<file path="src/rtl/bpu_pkg.sv">
// Shared types and helpers for the bimodal/gshare branch prediction unit.
package bpu_pkg;

    typedef enum logic [1:0] {
        SNT = 2'b00,
        WNT = 2'b01,
        WT  = 2'b10,
        ST  = 2'b11
    } ctr_state_e;

    // Two-bit saturating step: taken moves toward ST, not-taken toward SNT.
    function automatic logic [1:0] sat_update(input logic [1:0] state, input logic taken);
        logic [1:0] w_next;
        if (taken)
            w_next = (state == ST) ? state : state + 2'd1;
        else
            w_next = (state == SNT) ? state : state - 2'd1;
        return w_next;
    endfunction

endpackage

</file>
<file path="src/rtl/bpu_sat_counter.sv">
// One 2-bit saturating direction counter with async reset and update enable.
module bpu_sat_counter
    import bpu_pkg::*;
#(
    parameter logic [1:0] INIT_STATE = 2'b01
) (
    input  logic       in_clk,
    input  logic       in_rst,
    input  logic       in_en,
    input  logic       in_taken,
    output logic [1:0] out_state
);

    logic [1:0] r_state;

    always_ff @(posedge in_clk or posedge in_rst) begin
        if (in_rst)
            r_state <= INIT_STATE;
        else if (in_en)
            r_state <= sat_update(r_state, in_taken);
    end

    assign out_state = r_state;

endmodule

</file>
<file path="src/rtl/branch_prediction_unit.sv">
// Bimodal branch direction predictor with saturating mispredict counter.
// Define BPU_GSHARE_EN to xor a global history register into the lookup index.
module branch_prediction_unit
    import bpu_pkg::*;
#(
    parameter int         PC_W       = 64,
    parameter int         IDX_W      = 6,
    parameter int         CNT_W      = 32,
    parameter logic [1:0] INIT_STATE = 2'b01
) (
    input  logic             in_clk,
    input  logic             in_rst,
    input  logic             in_lookup_valid,
    input  logic [PC_W-1:0]  in_pc,
    output logic             out_prediction,
    output logic [IDX_W-1:0] out_pred_idx,
    input  logic             in_update_valid,
    input  logic [IDX_W-1:0] in_update_idx,
    input  logic             in_update_taken,
    input  logic             in_update_predicted,
    output logic [CNT_W-1:0] out_mispredict_cnt
);

    localparam int NUM_ENT = 1 << IDX_W;

    logic [NUM_ENT-1:0][1:0] w_states;
    logic [NUM_ENT-1:0]      w_upd_en;
    logic [IDX_W-1:0]        w_pc_idx;
    logic [IDX_W-1:0]        w_idx;
    logic [1:0]              w_rd_state;
    logic                    w_mispredict;
    logic [CNT_W-1:0]        r_mis_cnt;

    generate
        for (genvar g = 0; g < NUM_ENT; g++) begin : g_ent
            assign w_upd_en[g] = in_update_valid && (in_update_idx == IDX_W'(g));

            bpu_sat_counter #(
                .INIT_STATE (INIT_STATE)
            ) u_ctr (
                .in_clk    (in_clk),
                .in_rst    (in_rst),
                .in_en     (w_upd_en[g]),
                .in_taken  (in_update_taken),
                .out_state (w_states[g])
            );
        end
    endgenerate

    // Word-aligned fetch: the two low PC bits carry no index information.
    assign w_pc_idx = in_pc[IDX_W+1:2];

`ifdef BPU_GSHARE_EN
    logic [IDX_W-1:0] r_ghr;

    always_ff @(posedge in_clk or posedge in_rst) begin
        if (in_rst)
            r_ghr <= '0;
        else if (in_update_valid)
            r_ghr <= {r_ghr[IDX_W-2:0], in_update_taken};
    end

    assign w_idx = w_pc_idx ^ r_ghr;
`else
    assign w_idx = w_pc_idx;
`endif

    // Reads the registered table, so a same-cycle update is seen one cycle later.
    assign w_rd_state     = w_states[w_idx];
    assign out_prediction = in_lookup_valid & w_rd_state[1];
    assign out_pred_idx   = w_idx;

    assign w_mispredict = in_update_valid && (in_update_taken != in_update_predicted);

    always_ff @(posedge in_clk or posedge in_rst) begin
        if (in_rst)
            r_mis_cnt <= '0;
        else if (w_mispredict && (r_mis_cnt != {CNT_W{1'b1}}))
            r_mis_cnt <= r_mis_cnt + CNT_W'(1);
    end

    assign out_mispredict_cnt = r_mis_cnt;

    logic w_unused;
    assign w_unused = ^{in_pc[PC_W-1:IDX_W+2], in_pc[1:0], w_rd_state[0]};

endmodule

</file>
<file path="config.mk">
export PLATFORM = sky130hd
export DESIGN_NAME = branch_prediction_unit
export DESIGN_NICKNAME = d
export VERILOG_FILES = /design/src/rtl/bpu_pkg.sv /design/src/rtl/bpu_sat_counter.sv /design/src/rtl/branch_prediction_unit.sv
export SDC_FILE = /design/constraint.sdc
export NUM_CORES = 1
export LEC_CHECK = 0
export CORE_MARGIN = 3
export CORE_UTILIZATION = 58
export CTS_BUF_LIST = sky130_fd_sc_hd__clkbuf_8
export DETAILED_ROUTE_END_ITERATION = 10
export GPL_TIMING_DRIVEN = 0
export PLACE_DENSITY = 0.9
export SYNTH_ARGS = -nofsm -noshare
export SYNTH_HDL_FRONTEND = slang
export SYNTH_SLANG_ARGS = --single-unit
</file>
<file path="constraint.sdc">
create_clock -name in_clk -period 7.6 [get_ports in_clk]
set_input_delay 1.52 -clock in_clk [delete_from_list [all_inputs] [get_ports in_clk]]
set_output_delay 1.52 -clock in_clk [all_outputs]
set_load 0.02 [all_outputs]
</file>
# == Yosys cells after proc, flatten, opt, wreduce, memory -nomap -nowiden ==
# Index checks and enable logic that the tools add are counted.
# totals
latch_bits,0
mem_count,0
output_inout_bits,39
inputBits,76
reg_bits,160
romBits,0
ramBits,0
word_cells,842
# classes
addsub,129
shifts,0
magnitude_cmp,1
n_eq_ne,257
bitwise,1
div,0
mux,194
n_reduce_logical,195
multipliers,0
# op_table
operator,n
$mux 2,193
$ne 2x2->1 const B,128
$eq 6x6->1 const B,32
$reduce_and 3->1,64
$add 2x1->2 const B,64
$eq 2x2->1 const B,64
$logic_not 2->1,64
$sub 2x1->2 const B,64
$eq 6x5->1 const B,16
$logic_and 1x1->1,66
$eq 6x4->1 const B,8
$add 32x1->32 const B,1
$ne 32x32->1 const B,1
$eq 6x3->1 const B,4
$bmux 2 s6,1
$eq 6x2->1 const B,2
$lt 6x7->1 const B,1
$eq 6x1->1 const B,1
$logic_not 6->1,1
$and 1x1->1,1
$ne 1x1->1,1

# == Longest topological paths before layout ==
# logic_depth
word_depth,3
mapped_depth,7
ltp_nobuf,6

# == Cells and area by module ==
# Synthesis repeated with hierarchy kept, for this count alone.
# hier_totals
hier_cells,1059
area_unflattened_um2,10107.2
# modules_own_cells
mod,cells_each,seq_area_each_um2,n_inst,area_per_inst_um2
bpu_sat_counter,12,51.3,64,117.6
branch_prediction_unit,291,800.8,1,2580.0

# == Worst setup path after synthesis ==
# OpenSTA, ideal clock, no wires.
# synth_path
path_kind,in2out
start,in in_pc[3]
end,out out_prediction
required_ps,6080
stages,6
n_path_buf,1
t_arrival_ps,3032
slack_ps,3048
cell_sequence,buf_2 -> mux4_2 -> mux4_2 -> nand2b_1 -> o2111ai_1 -> o21ai_1
# synth_via
elab_chain_cells,3
# synth_lines
element,line_no,text
start: declaration,branch_prediction_unit.sv:14,"input logic [PC_W-1:0] in_pc,"
$bmux 2 s6,branch_prediction_unit.sv:69,assign w_rd_state = w_states[w_idx];
$mux 2 (not written as such),branch_prediction_unit.sv:69,
$and 1x1->1,branch_prediction_unit.sv:70,assign out_prediction = in_lookup_valid & w_rd_state[1];
end: declaration,branch_prediction_unit.sv:15,"output logic out_prediction,"
# Every way passes these cells. The select of a mux whose other input is x is not followed.

# == Worst setup path after layout ==
# layout_path
start,in in_pc[4]
end,out out_prediction
# Same word-level chain as after synthesis.

==> impl_table.tex <==
\begin{tabular}{lr}
\hline
Metric & Value \\
\hline
\multicolumn{2}{l}{\textbf{Place}} \\
Post-DP HPWL & 16,700 µm \\
I/O Buffers & 52 \\
Area after DPL & 9860 µm² \\
Place WS & approximately 1.9 ns \\
Gpl congestion & 0.912 \\
\multicolumn{2}{l}{\textbf{STA}} \\
Worst-case setup margin in the final layout & 1.85 ns \\
Portion of the clock cycle consumed by the worst path in the final layout & 75.6\% \\
Final period demand of the worst path & 5.75 ns \\
Maximum clock frequency & 174 MHz \\
Total count of hold-check failures in the final report & 0 \\
Worst Max-Slew Pin Slew & between 0.7 and 0.8 ns \\
Worst hold slack after final layout & 0.492 ns \\
Setup\_tns & 0 ns \\
Setup repair after global routing missed its margin & no \\
Setup violations, final & 0 \\
Final count of pins violating max slew & 0 \\
Worst slew margin relative to its limit & 50.7\% \\
Setup skew after layout & 0.00987 ns \\
\multicolumn{2}{l}{\textbf{Yosys}} \\
Post-synthesis register bit count & 160 \\
Largest family of logic cells by synthesized area & compound AO/OA/AOI/OAI gates \\
Area leader, netlist & sky130\_fd\_sc\_hd\_\_dfrtp\_1 \\
Register area share after synthesis & 45.2\% \\
Parity-gate share of the synthesized area counting xor and xnor cells & 3.18\% \\
Adder-Cell Fraction of Synth Area & less than 1\% \\
Mapped cell area & 9040 µm² \\
Cells after Synth & 990 \\
Number of warnings printed during yosys synthesis & 0 \\
Synth Area in Compound Gates & roughly a fifth \\
Count of flip-flops with a built-in enable after synthesis & 0 \\
Biggest area contributors in the synthesized netlist & sky130\_fd\_sc\_hd\_\_dfrtp\_1, sky130\_fd\_sc\_hd\_\_dfstp\_2, sky130\_fd\_sc\_hd\_\_o21ai\_0 \\
Fraction of post-synthesis cell area in the top cell type by area & a little over a quarter \\
Area share of and/or/nand/nor cells after synthesis & 20.3\% \\
Mapped Avg Cell Area & 9.14 µm² \\
Prevailing post-synth register cell & sky130\_fd\_sc\_hd\_\_dfrtp\_1 \\
Net count after synthesis & 1,067 \\
Async SR Flop Fraction & 100\% \\
Number of unique standard cell types used by synthesis & 62 \\
Mux contribution to synthesized area & 6.29\% \\
\multicolumn{2}{l}{\textbf{CTS}} \\
Worst-path clk slew & 0.09 ns \\
CTS Root Cell & sky130\_fd\_sc\_hd\_\_clkbuf\_8 \\
Number of buffers created by CTS & 17 \\
CTS sink count & 160 \\
CTS tree & built \\
Number of H-tree branching levels & 4 \\
Setup fix buffers added after clock tree synthesis & 0 \\
CTS resizes & 0 \\
Clock latency reported for the late side of the worst-skew pair & 0.48 ns \\
CTS hold repair buffers & 0 \\
Clk buf depth & 2 \\
\multicolumn{2}{l}{\textbf{Drt}} \\
Mean number of vias per cell & 6.38 \\
WL/cell & 18.8 µm \\
Routed wire length & about 24,000 µm \\
Post-DRT Antenna Nets & 0 \\
Initial DRC Count & 892 \\
Via count of the routed design & 8,201 \\
Post-route DRC violation count & 0 \\
First drt pass iteration count & 8 \\
\multicolumn{2}{l}{\textbf{Die}} \\
Core area & around 15,000 µm² \\
Number of ports placed on the die boundary & 115 \\
Vertical die dimension & between 100 and 150 µm \\
Chip Width & 131 µm \\
Floorplan die area & 17,100 µm² \\
Initial core utilization & 59.3\% \\
Count of standard-cell rows & 45 \\
\multicolumn{2}{l}{\textbf{Global route}} \\
GR Overflow Total & 0 \\
Number of global-route vias before repair & 7,674 \\
Global-route wire length before repair & 39,100 µm \\
Largest net degree at the start of global routing & 95 \\
Overall global routing resource usage & 29.2\% \\
Initial antenna violation count & 0 \\
\multicolumn{2}{l}{\textbf{Power}} \\
Static leakage power & 3.78 nW \\
Power per standard cell area & 189 nW/µm² \\
Total power after layout & between 0.0015 and 0.002 W \\
Maximum resistive drop on vdd & $\sim$0.19 mV \\
\multicolumn{2}{l}{\textbf{Min path}} \\
Class of the most critical hold timing path & flop to flop \\
Min-Delay Startpoint & g\_ent[48].u\_ctr.out\_state[0]\$\_DFFE\_PP1P\_ \\
Worst hold endpoint & g\_ent[48].u\_ctr.out\_state[0]\$\_DFFE\_PP1P\_ \\
Cells on Worst Hold Path & 1 \\
\multicolumn{2}{l}{\textbf{Run status}} \\
Outcome & completed \\
\multicolumn{2}{l}{\textbf{Cells and area}} \\
Synth-to-Final Area Change & 13.3\% \\
Net count reported at finish & 1,139 \\
Total non-filler cell area in the finished layout & 10,200 µm² \\
Diodes inserted & 0 \\
Most common cell after layout, fill and taps aside & sky130\_fd\_sc\_hd\_\_nor2\_1 \\
Fraction of layout cells with a size suffix above 1 & 15.9\% \\
Most frequent cells in the layout & sky130\_fd\_sc\_hd\_\_nor2\_1, sky130\_fd\_sc\_hd\_\_o21ai\_0, sky130\_fd\_sc\_hd\_\_nand2\_1 \\
\multicolumn{2}{l}{\textbf{Critical path}} \\
Worst setup slack for register-to-register paths & $\sim$5.4 ns \\
Worst Path Required & roughly 6.1 ns \\
Kind of critical path & input port to output port \\
R2r worst-path depth & 6 \\
Worst path arrival time & 4.23 ns \\
Launch point of the worst reg-to-reg path & out\_mispredict\_cnt[0]\$\_DFFE\_PP0P\_ \\
Maximum fanout along the worst path & 10 \\
CP Capture Type & output port \\
Worst reg2reg path endpoint & out\_mispredict\_cnt[12]\$\_DFFE\_PP0P\_ \\
Worst Setup Start Kind & input port \\
\multicolumn{2}{l}{\textbf{Flow run}} \\
Number of max-cap violations & 0 \\
\hline
\end{tabular}
kinds of logic (layout without fill, tap and decap cells):
kind of cell	after synthesis	in the layout
adders and majority gates	1	1
muxes	35	35
AOI/OAI and AO/OA	306	306
xor gates and xnor gates	32	32
and+or+nand+nor	362	362
buffers and inverters	94	179
DFF	160	160
layer usage:
metal / routed length (µm) / global-route usage (%) / vias up
met4: 839 / 12.2 / 0
met5: 0 / 0 / -
met1: 9670 / 39.3 / 3966
met2: 11400 / 46.5 / 450
met3: 2300 / 6.10 / 73
li1: - / - / 3712
per-stage QoR:
| stage | utilization, % | instances |
|---|---|---|
| after floorplan | - | 990 |
| after global placement | 64.4 | 1253 |
| after detailed placement | 64.6 | 1254 |
| after CTS | 67.1 | 1286 |
| after global routing | 67.1 | 1286 |
| final | 67.1 | 1286 |
worst max-delay path by stage:
stage | endpoint | slack [ns] | from
after global routing | out_prediction | 1.73 | in_pc[4]
after floorplan | g_ent[0].u_ctr.out_state[1]$_DFFE_PP0P_ | 1.87 | in_rst
final | out_prediction | 1.85 | in_pc[4]
after detailed placement | out_prediction | 1.88 | in_pc[4]
after global placement | g_ent[13].u_ctr.out_state[1]$_DFFE_PP0P_ | -0.30 | in_rst
after CTS | out_prediction | 1.87 | in_pc[4]
flip-flops by register name, summed over array words and instances (netlist names):
register and flops:
g_ent.u_ctr.out_state 128, out_mispredict_cnt 32
synth_stat cells, drive strengths merged (21+ instances only):
cell / instances
or3: 23
dfrtp: 96
nor2: 119
clkbuf: 48
o211ai: 23
inv: 25
nand2: 104
o21ai: 107
dfstp: 64
buf: 21
a21bo: 22
a21oi: 101
power breakdown:
| part | switching (W) | internal, W | leakage [nW] |
|---|---|---|---|
| Combinational | 0.000172 | 0.000122 | 1.76 |
| Clock | 0.000362 | 0.000268 | 0.184 |
| Sequential | 0.0000670 | 0.000945 | 1.84 |
critical path, stage by stage:
cell and delay (ns):
sky130_fd_sc_hd__clkdlybuf4s50_1 0.61, sky130_fd_sc_hd__buf_2 0.37, sky130_fd_sc_hd__mux4_2 0.37, sky130_fd_sc_hd__mux4_2 0.45, sky130_fd_sc_hd__nand2b_1 0.15, sky130_fd_sc_hd__o2111ai_1 0.11
sky130_fd_sc_hd__o21ai_1 0.09, sky130_fd_sc_hd__clkdlybuf4s50_1 0.54
final cells by class:
cell class	count	area, µm²
clock inverter	15	149
clock buffer	17	234
buffer	69	317
timing repair buffer	53	548
tap	211	264
inverter	25	98.8
fill	1170	5010
multi-input combinational	736	4550
sequential	160	4080
No activity file was read; power rests on OpenSTA's default activity.
